<file path="config.mk">
export PLATFORM = sky130hd
export DESIGN_NAME = note_sequencer
export DESIGN_NICKNAME = d
export VERILOG_FILES = /design/src/rtl/note_sequencer_pkg.sv /design/src/rtl/note_table.sv /design/src/rtl/note_sequencer.sv
export SDC_FILE = /design/constraint.sdc
export NUM_CORES = 1
export LEC_CHECK = 0
export CORE_ASPECT_RATIO = 1.2
export CORE_MARGIN = 2
export CORE_UTILIZATION = 55
export CTS_CLUSTER_SIZE = 28
export DETAILED_ROUTE_END_ITERATION = 6
export PLACE_DENSITY = 0.85
export SLEW_MARGIN = 10
export SYNTH_ARGS = -nofsm -noshare
export SYNTH_HDL_FRONTEND = slang
export SYNTH_SLANG_ARGS = --single-unit
</file>
<file path="constraint.sdc">
create_clock -name clk -period 5.7 [get_ports clk]
set_clock_uncertainty 0.2 [all_clocks]
set_input_delay 0.855 -clock clk [delete_from_list [all_inputs] [get_ports clk]]
set_output_delay 0.855 -clock clk [all_outputs]
set_load 0.02 [all_outputs]
</file>
<file path="src/rtl/note_sequencer_pkg.sv">
// Shared types and constants for the note sequencer: FSM states, field widths
// and the song-table entry layout.
package note_sequencer_pkg;

  localparam int N_ENTRIES = 16;
  localparam int IDX_W     = 4;
  localparam int NOTE_W    = 4;
  localparam int DUR_W     = 8;

  localparam logic [DUR_W-1:0] DUR_END = '0;

  typedef enum logic [1:0] {
    IDLE = 2'd0,
    LOAD = 2'd1,
    PLAY = 2'd2
  } state_t;

  typedef struct packed {
    logic [NOTE_W-1:0] note;
    logic [DUR_W-1:0]  dur;
  } entry_t;

endpackage

</file>
<file path="src/rtl/note_table.sv">
// Song table: DEPTH x {note, dur} register file, one write port, one
// asynchronous read port, cleared by the asynchronous reset.
module note_table
  import note_sequencer_pkg::*;
#(
  parameter int DEPTH = N_ENTRIES
) (
  input  logic             clk,
  input  logic             rst,
  input  logic             wr_en,
  input  logic [IDX_W-1:0] wr_addr,
  input  entry_t           wr_data,
  input  logic [IDX_W-1:0] rd_addr,
  output entry_t           rd_data,
  output entry_t           head_data
);

  entry_t mem [DEPTH];

  generate
    for (genvar gi = 0; gi < DEPTH; gi++) begin : g_entry
      entry_t entry_reg;

      always_ff @(posedge clk or negedge rst) begin
        if (!rst) begin
          entry_reg <= '0;
        end else if (wr_en && (wr_addr == IDX_W'(gi))) begin
          entry_reg <= wr_data;
        end
      end

      assign mem[gi] = entry_reg;
    end
  endgenerate

  assign rd_data = mem[rd_addr];
  // Entry 0 is always visible so a loop restart can be loaded in the same
  // cycle the end of the song is detected through the indexed port.
  assign head_data = mem[0];

endmodule

</file>
<file path="src/rtl/note_sequencer.sv">
// Note sequencer: steps through the song table, loading each entry's duration
// into an external down counter and holding the entry's pitch while it plays.
module note_sequencer
  import note_sequencer_pkg::*;
#(
  parameter int N_ENTRIES = note_sequencer_pkg::N_ENTRIES
) (
  input  logic              clk,
  input  logic              rst,
  input  logic              start,
  input  logic              stop,
  input  logic              loop,
  input  logic              wr_en,
  input  logic [IDX_W-1:0]  wr_addr,
  input  logic [NOTE_W-1:0] wr_note,
  input  logic [DUR_W-1:0]  wr_dur,
  input  logic              cnt_done,
  output logic              cnt_load,
  output logic [DUR_W-1:0]  cnt_in,
  output logic [NOTE_W-1:0] note,
  output logic [IDX_W-1:0]  idx,
  output logic              playing,
  output logic              song_done
);

  state_t           state_reg;
  entry_t           next_entry;
  entry_t           head_entry;
  logic [IDX_W-1:0] next_idx;
  logic             song_end;

  assign next_idx = idx + IDX_W'(1);
  assign song_end = (idx == IDX_W'(N_ENTRIES - 1)) || (next_entry.dur == DUR_END);

  note_table #(
    .DEPTH (N_ENTRIES)
  ) u_table (
    .clk       (clk),
    .rst       (rst),
    .wr_en     (wr_en),
    .wr_addr   (wr_addr),
    .wr_data   ({wr_note, wr_dur}),
    .rd_addr   (next_idx),
    .rd_data   (next_entry),
    .head_data (head_entry)
  );

  always_ff @(posedge clk or negedge rst) begin
    if (!rst) begin
      state_reg <= IDLE;
      idx       <= '0;
      note      <= '0;
      cnt_in    <= '0;
      cnt_load  <= 1'b0;
      playing   <= 1'b0;
      song_done <= 1'b0;
    end else begin
      cnt_load  <= 1'b0;
      song_done <= 1'b0;
      if (stop) begin
        state_reg <= IDLE;
        idx       <= '0;
        note      <= '0;
        cnt_in    <= '0;
        playing   <= 1'b0;
      end else begin
        case (state_reg)
          IDLE: begin
            if (start) begin
              if (head_entry.dur == DUR_END) begin
                song_done <= 1'b1;
              end else begin
                state_reg <= LOAD;
                idx       <= '0;
                note      <= head_entry.note;
                cnt_in    <= head_entry.dur;
                cnt_load  <= 1'b1;
                playing   <= 1'b1;
              end
            end
          end
          // The counter still shows its previous value here, so cnt_done is not looked at.
          LOAD: state_reg <= PLAY;
          PLAY: begin
            if (cnt_done) begin
              if (!song_end) begin
                state_reg <= LOAD;
                idx       <= next_idx;
                note      <= next_entry.note;
                cnt_in    <= next_entry.dur;
                cnt_load  <= 1'b1;
              end else if (loop) begin
                state_reg <= LOAD;
                idx       <= '0;
                note      <= head_entry.note;
                cnt_in    <= head_entry.dur;
                cnt_load  <= 1'b1;
              end else begin
                state_reg <= IDLE;
                idx       <= '0;
                note      <= '0;
                cnt_in    <= '0;
                playing   <= 1'b0;
                song_done <= 1'b1;
              end
            end
          end
          default: state_reg <= IDLE;
        endcase
      end
    end
  end

endmodule

</file>
==> results of run 1 <==
-- per-layer routing --
layer	up-vias	GRT usage, %	part of all wire (%)
li1	2587	-	-
met1	3215	31.4	40
met2	218	41.6	50
met3	65	3.83	5.7
met4	0	9.67	3.4
met5	-	0	0
-- Yosys cell counts, types with 3 or more instances --
library cell and n:
nand3_1 4, dfrtp_1 213, nor3_1 8, o21ai_0 14, mux2_2 200, clkbuf_1 33, nand2_1 19, nor2_1 15
buf_1 3, inv_1 7, buf_2 11, mux4_1 5, nor3b_1 9, mux4_2 35, o211ai_1 4, mux2i_1 46
nor4_1 3, nand2b_1 4, or3_1 3, buf_4 3, nand3b_1 7, a22oi_1 7
-- area by class of cell --
cell class | count | area, sq um | share of cell area (%)
multi-input combinational | 410 | 4440 | 39.4
clock buffer | 31 | 623 | 5.53
inverter | 7 | 26.3 | 0.233
timing repair buffer | 57 | 534 | 4.74
clock inverter | 5 | 32.5 | 0.289
sequential | 213 | 5330 | 47.3
tap | 224 | 280 | 2.49
-- worst max-delay path: cells and delay by family (launching register included) --
kind	cells	cell delay, ps
simple gates	2	510
buf+inv	1	530
fa+ha+maj	1	980
compound gates	3	1110
flops	1	410
mux	2	590
-- cells by family after synthesis --
group / synth area share [%]
mux: 36.3
flops: 53.2
simple gates: 4.51
buf+inv: 2.61
compound gates: 2.96
xor+xnor: 0.250
fa+ha+maj: 0.125
-- power by group through the flow --
stage,Combinational (mW),Sequential (mW),Clock (mW)
3_5_place_dp,0.778,2.06,0
2_1_floorplan,0.555,2.00,0
5_1_grt,0.844,2.08,1.39
4_1_cts,0.788,2.04,1.33
3_3_place_gp,0.735,2.03,0
6_report,0.784,2.05,1.31
-- worst paths after layout --
| kind | to | slack (ps) | cells past startpoint |
|---|---|---|---|
| min reg2reg | u_table.g_entry[11].entry_reg[9] | 300 | 1 |
| max in group asynchronous | idx[0] | 3750 | 2 |
| min | u_table.g_entry[11].entry_reg[11] | 270 | 1 |
| max reg2reg | note[1] | 1270 | 9 |
| max | note[1] | 1270 | 9 |
| min in group clk | u_table.g_entry[11].entry_reg[9] | 300 | 1 |
-- through the flow --
step	worst slack (ps)	power [mW]	area, sq um	util, %
detailed placement	1290	2.84	10600	58.8
finish	1270	4.15	11300	62.4
CTS	1270	4.16	11300	62.4
floorplan	2460	2.56	10000	-
global route	1060	4.32	11300	62.4
global placement	1560	2.77	10600	58.8
==> metrics.md, run 1 <==
| Metric | Value |
|---|---|
| GRT Overall Usage | `~24%` |
| Post-cts gate resize count | `0` |
| Cell variety after synth | `46` |
| CTS tree | `done` |
| Run status | `finished, final reports clean` |
| Power share of the combinational group | `18.9%` |
| Hold Vio Cnt, Final | `0` |
| TNS Setup | `0 ps` |
| Synth Instances | `682` |
| Via Count | `between 6,000 and 7,000` |
| Core area | `between 15,000 and 20,000 sq um` |
| Placed cell count | `911` |
| Worst setup path startpoint | `idx[1]` |
| Net Sw Frac | `approximately a quarter` |
| VDD IR max | `0.000241 V` |
| Syn nets | `706` |
| Setup repair after global routing missed its margin | `false` |
| Initial Util | `55.5%` |
| Max Cap Viol | `0` |
| GPL Wtd Cong | `~0.84` |
| Main area contributors after synthesis | `dfrtp_1 (53%), mux2_2 (22%), mux4_2 (7.9%), mux2i_1 (4.6%), mux4_1 (1.3%)` |
| Vias/cell | `~6.4` |
| Worst slew pin tran | `1110 ps` |
| Pwr Density | `368 nW/um^2` |
| CP Cell Sequence | `ha_2, buf_4, mux2i_1, mux4_1, nand4_1, or3_4, a2111oi_4, o21ai_0, o211ai_1` |
| Reg-to-Reg Start | `idx[1]` |
| Vias in the first global route | `around 6,500` |
| Switch Pwr | `1.09 mW` |
| P_int | `~3.1 mW` |
| Required @ worst endpoint | `5910 ps` |
| Synthesized area | `10,000 sq um` |
| # hold bufs at CTS | `0` |
| Worst path arrival time | `4640 ps` |
| Post-synthesis async set-or-reset flop share | `100%` |
| HP Class | `primary input to async pin` |
| Number of antenna violations at the first check in global routing | `1` |
| Setup Buffers After CTS | `0` |
| Slew Viols, Final | `0` |
| Die width | `127 um` |
| Clock sink count | `about 210` |
| Crit. End Element | `flip-flop` |
| Cell taking the most area after synthesis | `dfrtp_1` |
| Commonest cells after routing, fill and taps aside | `dfrtp_1 (212), mux2_2 (200), mux2i_1 (46), clkdlybuf4s50_1 (40), mux4_2 (35)` |
| DP HPWL | `roughly 15 mm` |
| Remaining Overflow, GRT | `0` |
| Slew margin rel. | `between 20% and 30%` |
| Non-filler cells, final | `947` |
| Total iterations of the first detailed-routing run | `4` |
| Largest buffer count on any clock path | `3` |
| WL per Instance | `approximately 24 um` |
| Leakage | `about 4.7 nW` |
| Clk slew on worst S/H paths | `70 ps` |
| DR DRC count | `0` |
| Worst Setup Start Kind | `flip-flop` |
| Main synth FF type | `dfrtp_1` |
| Clock power frac | `31.7%` |
| CP Class | `flip-flop to flip-flop` |
| Clk_lat worst skew | `500 ps` |
| Crit path max-delay cell type | `ha_2` |
| DRT Wirelength | `between 20 and 25 mm` |
| Commonest non-fill, non-tap cell in the layout | `dfrtp_1` |
| Layout area overhead | `12.5%` |
| Fin nets | `734` |
| Die ar. | `19,300 sq um` |
| Layout cells sized above 1 | `40.5%` |
| I/O pin count | `42` |
| Seq/Total Area, Yosys | `53.3%` |
| Fin Hold WS | `273 ps` |
| Synth top area share | `53.3%` |
| Fin crit share | `77.7%` |
| Final number of setup-violating endpoints | `0` |
| Max reg flops | `180` |
| Fin crit period | `around 4400 ps` |
| First-pass GRT wire length | `36.1 mm` |
| EDFF count, synth | `0` |
| # diodes | `0` |
| Reg power frac | `49.4%` |
| Largest net degree at the start of global routing | `120` |
| Die height | `152 um` |
| Avg Cell Area, Syn | `~15 sq um` |
| H-tree depth | `1` |
| Antenna Violating Nets Remaining | `0` |
| Port Buf Inserts | `41` |
| Rows | `54` |
| Synth warnings | `0` |
| CTS Root Cell | `clkbuf_16` |
| 1st-iter DRT viols | `532` |
| Yosys reg bits | `between 200 and 250` |
| Max stage delay on crit path | `980 ps` |
| Fillers | `1,252` |
| CTS Buf Count | `21` |
| Worst Path Max Fanout | `33` |
| FMAX | `between 200 and 250 MHz` |
Power figures use the tool's default switching activity.
==> run 2, diff against run 1 <==
==> constraint.sdc (replaced) <==
create_clock -name clk -period 4.5 [get_ports clk]
set_clock_uncertainty 0.2 [all_clocks]
set_input_delay 0.675 -clock clk [delete_from_list [all_inputs] [get_ports clk]]
set_output_delay 0.675 -clock clk [all_outputs]
set_load 0.02 [all_outputs]
==> run 2 against run 1 <==
Compared with the run above:
- sequential power grew 26%
- critical path depth is the same
- die area is the same
- setup slack lost 820 ps
- final cell count fell by 0.63%
- utilization shrank 0.11 points
- fmax grew 9.3%
- worst hold slack got worse by 210 ps
- routed wire length is 3.4% higher
- power is 26% higher
- highest routed layer unchanged
==> metrics.md, run 2 (synthesis results as in run 1) <==
| Metric | Value |
|---|---|
| Crit. End Element | `flip-flop` |
| Worst Path Max Fanout | `24` |
| Pwr Density | `approximately 460 nW/um^2` |
| Largest buffer count on any clock path | `3` |
| H-tree depth | `1` |
| Die height | `152 um` |
| First-pass GRT wire length | `36.4 mm` |
| DP HPWL | `around 15 mm` |
| Rows | `54` |
| GRT Overall Usage | `24.6%` |
| Run status | `finished, final reports clean` |
| Die width | `127 um` |
| Fin nets | `between 700 and 800` |
| # diodes | `0` |
| Remaining Overflow, GRT | `0` |
| Max reg flops | `180` |
| GPL Wtd Cong | `0.826` |
| Design Power | `roughly 5.2 mW` |
| Die ar. | `19,300 sq um` |
| Worst path arrival time | `4250 ps` |
| CTS Buf Count | `21` |
| Layout cells sized above 1 | `40.7%` |
| VDD IR max | `0.000257 V` |
| CTS tree | `done` |
| Fin crit period | `4050 ps` |
| CTS Root Cell | `clkbuf_16` |
| P_int | `3.84 mW` |
| Largest net degree at the start of global routing | `101` |
| Setup Buffers After CTS | `0` |
| Port Buf Inserts | `41` |
| Layout area overhead | `12.3%` |
| Final setup margin | `451 ps` |
| Slew Viols, Final | `0` |
| Vias in the first global route | `between 6,000 and 7,000` |
| Required @ worst endpoint | `4700 ps` |
| Clk_lat worst skew | `500 ps` |
| Commonest non-fill, non-tap cell in the layout | `dfrtp_1` |
| Switch Pwr | `1.37 mW` |
| Vias/cell | `6.47` |
| I/O pin count | `42` |
| Hold Vio Cnt, Final | `0` |
| Initial Util | `55.5%` |
| WL per Instance | `24.8 um` |
| Worst Setup Start Kind | `flip-flop` |
| Slew margin rel. | `26.6%` |
| Reg power frac | `about half` |
| Commonest cells after routing, fill and taps aside | `dfrtp_1 (212), mux2_2 (200), mux2i_1 (46), clkdlybuf4s50_1 (40), mux4_2 (35)` |
| Antenna Violating Nets Remaining | `0` |
| Via Count | `6,088` |
| TNS Setup | `0 ps` |
| DRT Wirelength | `23.3 mm` |
| CP Class | `flip-flop to flip-flop` |
| Post-cts gate resize count | `0` |
| Clk slew on worst S/H paths | `70 ps` |
| HP Class | `primary input to async pin` |
| Setup repair after global routing missed its margin | `false` |
| Max Cap Viol | `0` |
| Final number of setup-violating endpoints | `0` |
| 1st-iter DRT viols | `550` |
| Number of antenna violations at the first check in global routing | `0` |
| Core area | `18,000 sq um` |
| # hold bufs at CTS | `0` |
| Power share of the combinational group | `19.0%` |
| Leakage | `4.68 nW` |
| Fin crit share | `90.0%` |
| FMAX | `247 MHz` |
| Clock sink count | `213` |
| Net Sw Frac | `a little over a quarter` |
| Total iterations of the first detailed-routing run | `5` |
| DR DRC count | `0` |
| Clock power frac | `31.2%` |
| Worst slew pin tran | `1100 ps` |
| Final core occ | `62.3%` |
| DP Worst Slack | `514 ps` |
## run 2: routing by layer
layer | up-vias | GRT usage (%) | routed length (um)
met1 | 3217 | 31.1 | 9330
met2 | 229 | 42.5 | 11800
met3 | 57 | 4.46 | 1340
li1 | 2585 | - | -
met4 | 0 | 9.73 | 872
met5 | - | 0 | 0
## run 2: power by group through the flow
stage	Sequential, mW	Combinational [mW]	Clock, mW
3_3_place_gp	2.57	0.927	0
6_report	2.59	0.991	1.63
3_5_place_dp	2.61	0.986	0
4_1_cts	2.58	0.997	1.65
2_1_floorplan	2.54	0.704	0
5_1_grt	2.63	1.07	1.73
## run 2: final timing paths
| path | from | endpoint | slack, ps | depth (start not counted) |
|---|---|---|---|---|
| min in group clk | u_table.g_entry[11].entry_reg[9] | u_table.g_entry[11].entry_reg[9] | 300 | 1 |
| min reg2reg | u_table.g_entry[11].entry_reg[9] | u_table.g_entry[11].entry_reg[9] | 300 | 1 |
| max in group asynchronous | rst | u_table.g_entry[2].entry_reg[4] | 3050 | 2 |
| min | rst | u_table.g_entry[8].entry_reg[9] | 70 | 1 |
| max reg2reg | idx[1] | note[0] | 450 | 9 |
| max | idx[1] | note[0] | 450 | 9 |
## run 2: critical path: stages (launching register included)
cell       delay [ps]
dfrtp_1           430
ha_2              250
xnor2_4           790
buf_4             360
mux4_2            290
nand4_1           100
or3_4             380
a2111oi_4         720
o21ai_0           270
o211ai_1          160
## run 2: cell type report
class / count / area, sq um
Timing Repair Buffer: 53 / 529
Tap cell: 224 / 280
Fill cell: 1218 / 6800
Clock buffer: 30 / 599
Multi-Input combinational cell: 410 / 4450
Clock inverter: 4 / 26.3
Sequential cell: 213 / 5330
Inverter: 7 / 26.3
## run 2: per-stage QoR
step                hold WS, ps  cells  area (sq um)
CTS                         103    941         11200
floorplan                   179    682         10000
finish                     66.4    941         11200
detailed placement          291    907         10600
global placement            278    907         10600
global route                128    941         11200
